## src/rtl/mult_pkg.sv

```systemverilog
// Shared constants and state type for the sequential shift-and-add multiplier.
package mult_pkg;

    localparam int unsigned WIDTH   = 32;
    localparam int unsigned COUNT_W = 5;

    typedef enum logic [1:0] {
        IDLE,
        RUN,
        DONE
    } mult_state_t;

endpackage

```

## src/rtl/cla_adder.sv

```systemverilog
// 32-bit carry-lookahead adder built from 4-bit lookahead groups chained by group G/P.
module cla_adder
    import mult_pkg::*;
(
    input  logic [WIDTH-1:0] a,
    input  logic [WIDTH-1:0] b,
    input  logic             cin,
    output logic [WIDTH-1:0] sum,
    output logic             cout
);

    localparam int unsigned GROUPS = WIDTH / 4;

    logic [WIDTH-1:0]  g;
    logic [WIDTH-1:0]  p;
    logic [WIDTH-1:0]  c;
    logic [GROUPS-1:0] grp_g;
    logic [GROUPS-1:0] grp_p;
    logic [GROUPS:0]   grp_c;

    assign g = a & b;
    assign p = a ^ b;

    always_comb begin
        grp_g    = '0;
        grp_p    = '0;
        c        = '0;
        grp_c    = '0;
        grp_c[0] = cin;
        for (int j = 0; j < GROUPS; j++) begin
            grp_p[j] = &p[4*j +: 4];
            grp_g[j] = g[4*j+3]
                     | (p[4*j+3] & g[4*j+2])
                     | (p[4*j+3] & p[4*j+2] & g[4*j+1])
                     | (p[4*j+3] & p[4*j+2] & p[4*j+1] & g[4*j]);
            grp_c[j+1] = grp_g[j] | (grp_p[j] & grp_c[j]);
            // In-group carries expanded directly from the group carry-in.
            c[4*j]   = grp_c[j];
            c[4*j+1] = g[4*j] | (p[4*j] & grp_c[j]);
            c[4*j+2] = g[4*j+1]
                     | (p[4*j+1] & g[4*j])
                     | (p[4*j+1] & p[4*j] & grp_c[j]);
            c[4*j+3] = g[4*j+2]
                     | (p[4*j+2] & g[4*j+1])
                     | (p[4*j+2] & p[4*j+1] & g[4*j])
                     | (p[4*j+2] & p[4*j+1] & p[4*j] & grp_c[j]);
        end
    end

    assign sum  = p ^ c;
    assign cout = grp_c[GROUPS];

endmodule

```

## src/rtl/mult_sequencer.sv

```systemverilog
// Shift-and-add multiplier sequencer time-sharing one cla_adder for the low WIDTH bits of A*B.
// Define MULT_EARLY_EXIT_EN to end RUN as soon as the remaining multiplier bits are zero.
module mult_sequencer #(
    parameter int unsigned WIDTH = 32
) (
    input  logic             clock,
    input  logic             reset,
    input  logic             ctrl_mult,
    input  logic [WIDTH-1:0] operand_a,
    input  logic [WIDTH-1:0] operand_b,
    output logic [WIDTH-1:0] result,
    output logic             data_result_ready,
    output logic             busy
);

    import mult_pkg::*;

    mult_state_t        state_q;
    mult_state_t        state_d;
    logic [WIDTH-1:0]   mcand_q;
    logic [WIDTH-1:0]   mplier_q;
    logic [WIDTH-1:0]   acc_q;
    logic [COUNT_W-1:0] count_q;
    logic [WIDTH-1:0]   addend;
    logic [WIDTH-1:0]   sum;
    logic               unused_cout;
    logic               last_add;

    assign addend = mplier_q[0] ? mcand_q : '0;

    cla_adder u_adder (
        .a    (acc_q),
        .b    (addend),
        .cin  (1'b0),
        .sum  (sum),
        .cout (unused_cout)
    );

`ifdef MULT_EARLY_EXIT_EN
    // Stop once the multiplier left after this shift has no set bits.
    assign last_add = (&count_q) || (mplier_q[WIDTH-1:1] == '0);
`else
    assign last_add = &count_q;
`endif

    always_ff @(posedge clock or posedge reset) begin
        if (reset) begin
            state_q <= IDLE;
        end else begin
            state_q <= state_d;
        end
    end

    always_comb begin
        state_d = state_q;
        unique case (state_q)
            IDLE:    if (ctrl_mult) state_d = RUN;
            RUN:     if (last_add) state_d = DONE;
            DONE:    state_d = IDLE;
            default: state_d = IDLE;
        endcase
    end

    always_comb begin
        data_result_ready = (state_q == DONE);
        busy              = (state_q != IDLE);
    end

    always_ff @(posedge clock or posedge reset) begin
        if (reset) begin
            mcand_q  <= '0;
            mplier_q <= '0;
            acc_q    <= '0;
            count_q  <= '0;
        end else if (state_q == IDLE && ctrl_mult) begin
            mcand_q  <= operand_a;
            mplier_q <= operand_b;
            acc_q    <= '0;
            count_q  <= '0;
        end else if (state_q == RUN) begin
            acc_q    <= sum;
            mcand_q  <= mcand_q << 1;
            mplier_q <= mplier_q >> 1;
            count_q  <= count_q + COUNT_W'(1);
        end
    end

    assign result = acc_q;

endmodule

```

## config.mk

```make
export PLATFORM = sky130hd
export DESIGN_NAME = mult_sequencer
export DESIGN_NICKNAME = d
export VERILOG_FILES = /design/src/rtl/mult_pkg.sv /design/src/rtl/cla_adder.sv /design/src/rtl/mult_sequencer.sv
export SDC_FILE = /design/constraint.sdc
export NUM_CORES = 1
export LEC_CHECK = 0
export CAP_MARGIN = 5
export CORE_MARGIN = 3
export CORE_UTILIZATION = 53
export CTS_CLUSTER_SIZE = 30
export DETAILED_ROUTE_END_ITERATION = 8
export HOLD_SLACK_MARGIN = 0.1
export PLACE_DENSITY = 0.89
export SLEW_MARGIN = 20
export SYNTH_ARGS = -nofsm -noshare
export SYNTH_HDL_FRONTEND = slang
export SYNTH_SLANG_ARGS = --single-unit
```

## constraint.sdc

```tcl
create_clock -name clock -period 4.87 [get_ports clock]
set_input_delay 1.461 -clock clock [delete_from_list [all_inputs] [get_ports clock]]
set_output_delay 1.461 -clock clock [all_outputs]
set_load 0.01 [all_outputs]
```

==> qor.yml <==
worst_setup_path:
  crit_slowest_cell: "dfrtp_1"
  path_class: "reg2reg"
  r2r_cells: 14
  critPathBufInv: 0
  crit_top_cell: "a21oi_1"
  required_ps: 5080
  worst-endpoint-arrival_ps: 4370
  r2r_setup_slack_ps: 710
  worstPathCellList: "and2_1 > ha_1 > a21oi_1 > o22ai_1 > a211o_1 > a21oi_1 > o21bai_1 > a21o_1 > a21o_1 > a21oi_1 > o21bai_1 > fa_1 > xnor2_1 > o21ai_0"
  r2r-start: "mplier_q[0]$_DFFE_PP0P_"
  r2r-end: "result[13]$_DFFE_PP0P_"
  cp_slowest_stage_delay_ps: 910
  cp-startpoint: "mplier_q[0]$_DFFE_PP0P_"
  crit_family: "compound AO/OA/AOI/OAI gates"
  end_kind: "register"
  worstPathMaxFanout: 33
  cp-start-kind: "register"
floorplanning:
  die_w_um: 109
  initial_core_util: 0.559
  coreArea_um2: 10000
  rows: 36
  die_h_um: 109
  dieArea_um2: 11900
  ios: 101
sta:
  period_share: 0.855
  fin_ws_ps: 707
  finClkSkew_ps: 11.9
  fin_setup_tns_ps: 0
  finalHoldViolCount: 0
  worst_pin_slew_ps: 1090
  fin_crit_ps: 4160
  slew_viol_final: 0
  grt_setup_unrepaired: "no"
  relSlewSlack: 0.275
  maxClockFrequency_mhz: 240
  setup_viol: 0
cells_and_area:
  nets: 797
  layout-drive-gt1-share: 0.0533
  areaGrowthSynthToFinish_pct: 23.3
  fill_cells: 752
  antennaDiodeCount: 0
global_route:
  grt_use_total: 0.243
  grt_max_degree: 93
  met2_usage: 0.415
  grt_overflow: 0
  grt_pass1_wl_um: 23100
  grtUsageMet1: 0.317
  use_met3: 0.0474
  grt_pass1_vias: 4780
  antenna_found_initial: 0
  top_usage_layer: "met2"
power_and_ir_drop:
  worst_ir_drop_vdd_mv: 0.320
  p_per_area_nw_per_um2: 640
  p_leak_nw: 3.19
synthesis:
  ys_seq_area_frac: 0.459
  syn_inst: 608
  avgSynthCellArea_um2: 9.24
  syn_area_um2: 5620
  syn-num-nets: 716
  synth-seq-cells: 103
  ys_warn_count: 0
  ys_types: 40
route:
  initialDrtViolationCount: 438
  wl_per_cell_um: 16.5
  wl_um: 13700
  route.detailed.drc: 0
  antenna_left: 0
  dr.pass1.iters: 5
  routed_via_density: 5.76
  route.vias.total: 4764
clock_network:
  cts.root.buffer_cell: "clkbuf_8"
  cts.htree.levels: 3
  cts_tree: "done"
  clk_latency_ps: 370
  cts.clk_slew.worst_paths_ps: 100
  post_cts_resize_count: 0
  clock_sinks: 103
  cts_hold_buf: 0
  cts_made_buffers: 9
  post-cts-setup-buffer-count: 0
  clock_path_buffers: 2
worst_hold_path:
  whs_path_depth: 2
  hp-start: "mplier_q[6]$_DFFE_PP0P_"
  hold_path_class: "reg2reg"
  whs_endpoint: "mplier_q[6]$_DFFE_PP0P_"
placed_design:
  pre_cts_ws_ps: 766
  place_congestion: 0.818
  dp_hpwl_um: 9450
  numPortBuffers: 100
run_status:
  outcome: "completed"
job:
  drv_cap: 0
## cell usage in the layout, fill, tap and decap left out, types with 2 or more instances in the layout
cell,n
a21o_1,5
inv_6,3
a22oi_1,62
nand4_1,5
o21ai_0,42
a31o_2,2
a21oi_1,16
clkbuf_8,9
nor2_1,8
nor2b_1,3
inv_1,12
fa_1,8
nand3_1,29
xnor2_1,15
dfrtp_1,103
and2_1,31
xor2_1,6
buf_4,5
inv_8,2
nand2_1,159
nor3_1,2
and4_2,2
o21bai_1,3
ha_1,33
clkdlybuf4s50_1,100
and3_1,4
## metal layers
| metal | share of wire | up-vias |
|---|---|---|
| met4 | 0.018 | 0 |
| met1 | 0.42 | 2319 |
| met5 | 0 | - |
| met2 | 0.51 | 156 |
| li1 | - | 2268 |
| met3 | 0.053 | 21 |
## layout make-up
type,instances,area (um^2),share of cell area
multi-input combinational,456,2880,0.415
clock buffer,9,124,0.0179
sequential,103,2580,0.372
tap,133,166,0.0240
clock inverter,7,73.8,0.0107
timing repair buffer,106,1060,0.153
inverter,13,51.3,0.00741
## synth_stat cells
library cell | instances | share of area
buf_1 | 8 | 0.0053
o21ai_0 | 42 | 0.037
or4_1 | 1 | 0.0013
a2111oi_4 | 1 | 0.0049
nor2_1 | 9 | 0.0060
o21bai_1 | 3 | 0.0040
nand2_1 | 159 | 0.11
a21oi_1 | 16 | 0.014
and2_1 | 32 | 0.036
ha_1 | 33 | 0.073
clkbuf_1 | 28 | 0.019
nand3_1 | 29 | 0.026
o21a_1 | 1 | 0.0013
dfrtp_1 | 103 | 0.46
a211o_1 | 1 | 0.0016
o22ai_1 | 1 | 0.0011
nand3_2 | 1 | 0.0018
o211ai_1 | 1 | 0.0013
nand4b_1 | 1 | 0.0016
a21o_2 | 1 | 0.0016
o221ai_2 | 1 | 0.0027
inv_1 | 13 | 0.0087
a32oi_1 | 1 | 0.0016
xor2_1 | 6 | 0.0094
a221oi_2 | 1 | 0.0027
xnor2_1 | 15 | 0.023
fa_1 | 8 | 0.029
nand4_1 | 5 | 0.0056
nor2b_1 | 4 | 0.0045
nor3_1 | 2 | 0.0018
a31o_2 | 2 | 0.0031
nand2b_1 | 2 | 0.0022
a211oi_1 | 1 | 0.0013
a31oi_1 | 1 | 0.0011
o211ai_2 | 1 | 0.0022
o221ai_1 | 1 | 0.0016
and4_2 | 2 | 0.0036
and3_1 | 4 | 0.0045
a21o_1 | 5 | 0.0067
a22oi_1 | 62 | 0.083
## how the worst max path moves through the flow
stage | endpoint | slack, ps | depth (start not counted)
floorplan | count_q[0]$_DFFE_PP0P_ | 710 | 1
global placement | result[13]$_DFFE_PP0P_ | 1040 | 14
detailed placement | result[13]$_DFFE_PP0P_ | 770 | 14
CTS | result[13]$_DFFE_PP0P_ | 730 | 14
global route | result[13]$_DFFE_PP0P_ | 400 | 14
finish | result[13]$_DFFE_PP0P_ | 710 | 14
## stage by stage
stage | cells | utilization | area, um^2 | power, mW | hold WS (ps)
after floorplan | 608 | - | 5620 | 3.11 | 446
after global placement | 811 | 0.670 | 6730 | 3.72 | 458
after detailed placement | 811 | 0.670 | 6730 | 3.89 | 463
after CTS | 827 | 0.690 | 6930 | 4.45 | 488
after global routing | 827 | 0.690 | 6930 | 4.83 | 510
final | 827 | 0.690 | 6930 | 4.43 | 485
## registers in the layout, summed over array words and instances, names as in the netlist
name      count
mplier_q     32
result       32
state_q       2
mcand_q      32
count_q       5
## power breakdown
part	switching [mW]	internal [mW]
registers	0.357	1.27
clock network	0.332	0.204
logic	1.20	1.07
## worst register-to-register path: stages (launching register included)
cell,delay (ps)
dfrtp_1,910
and2_1,280
ha_1,240
a21oi_1,220
o22ai_1,170
a211o_1,330
a21oi_1,240
o21bai_1,140
a21o_1,210
a21o_1,230
a21oi_1,250
o21bai_1,130
fa_1,410
xnor2_1,160
o21ai_0,100
## kinds of logic after synthesis
kind of cell | share of synthesized area
xor+xnor | 0.0327
compound gates | 0.173
simple gates | 0.200
buf+inv | 0.0327
fa+ha+maj | 0.102
flops | 0.459
Note: power is estimated with default switching activity, not from simulation.
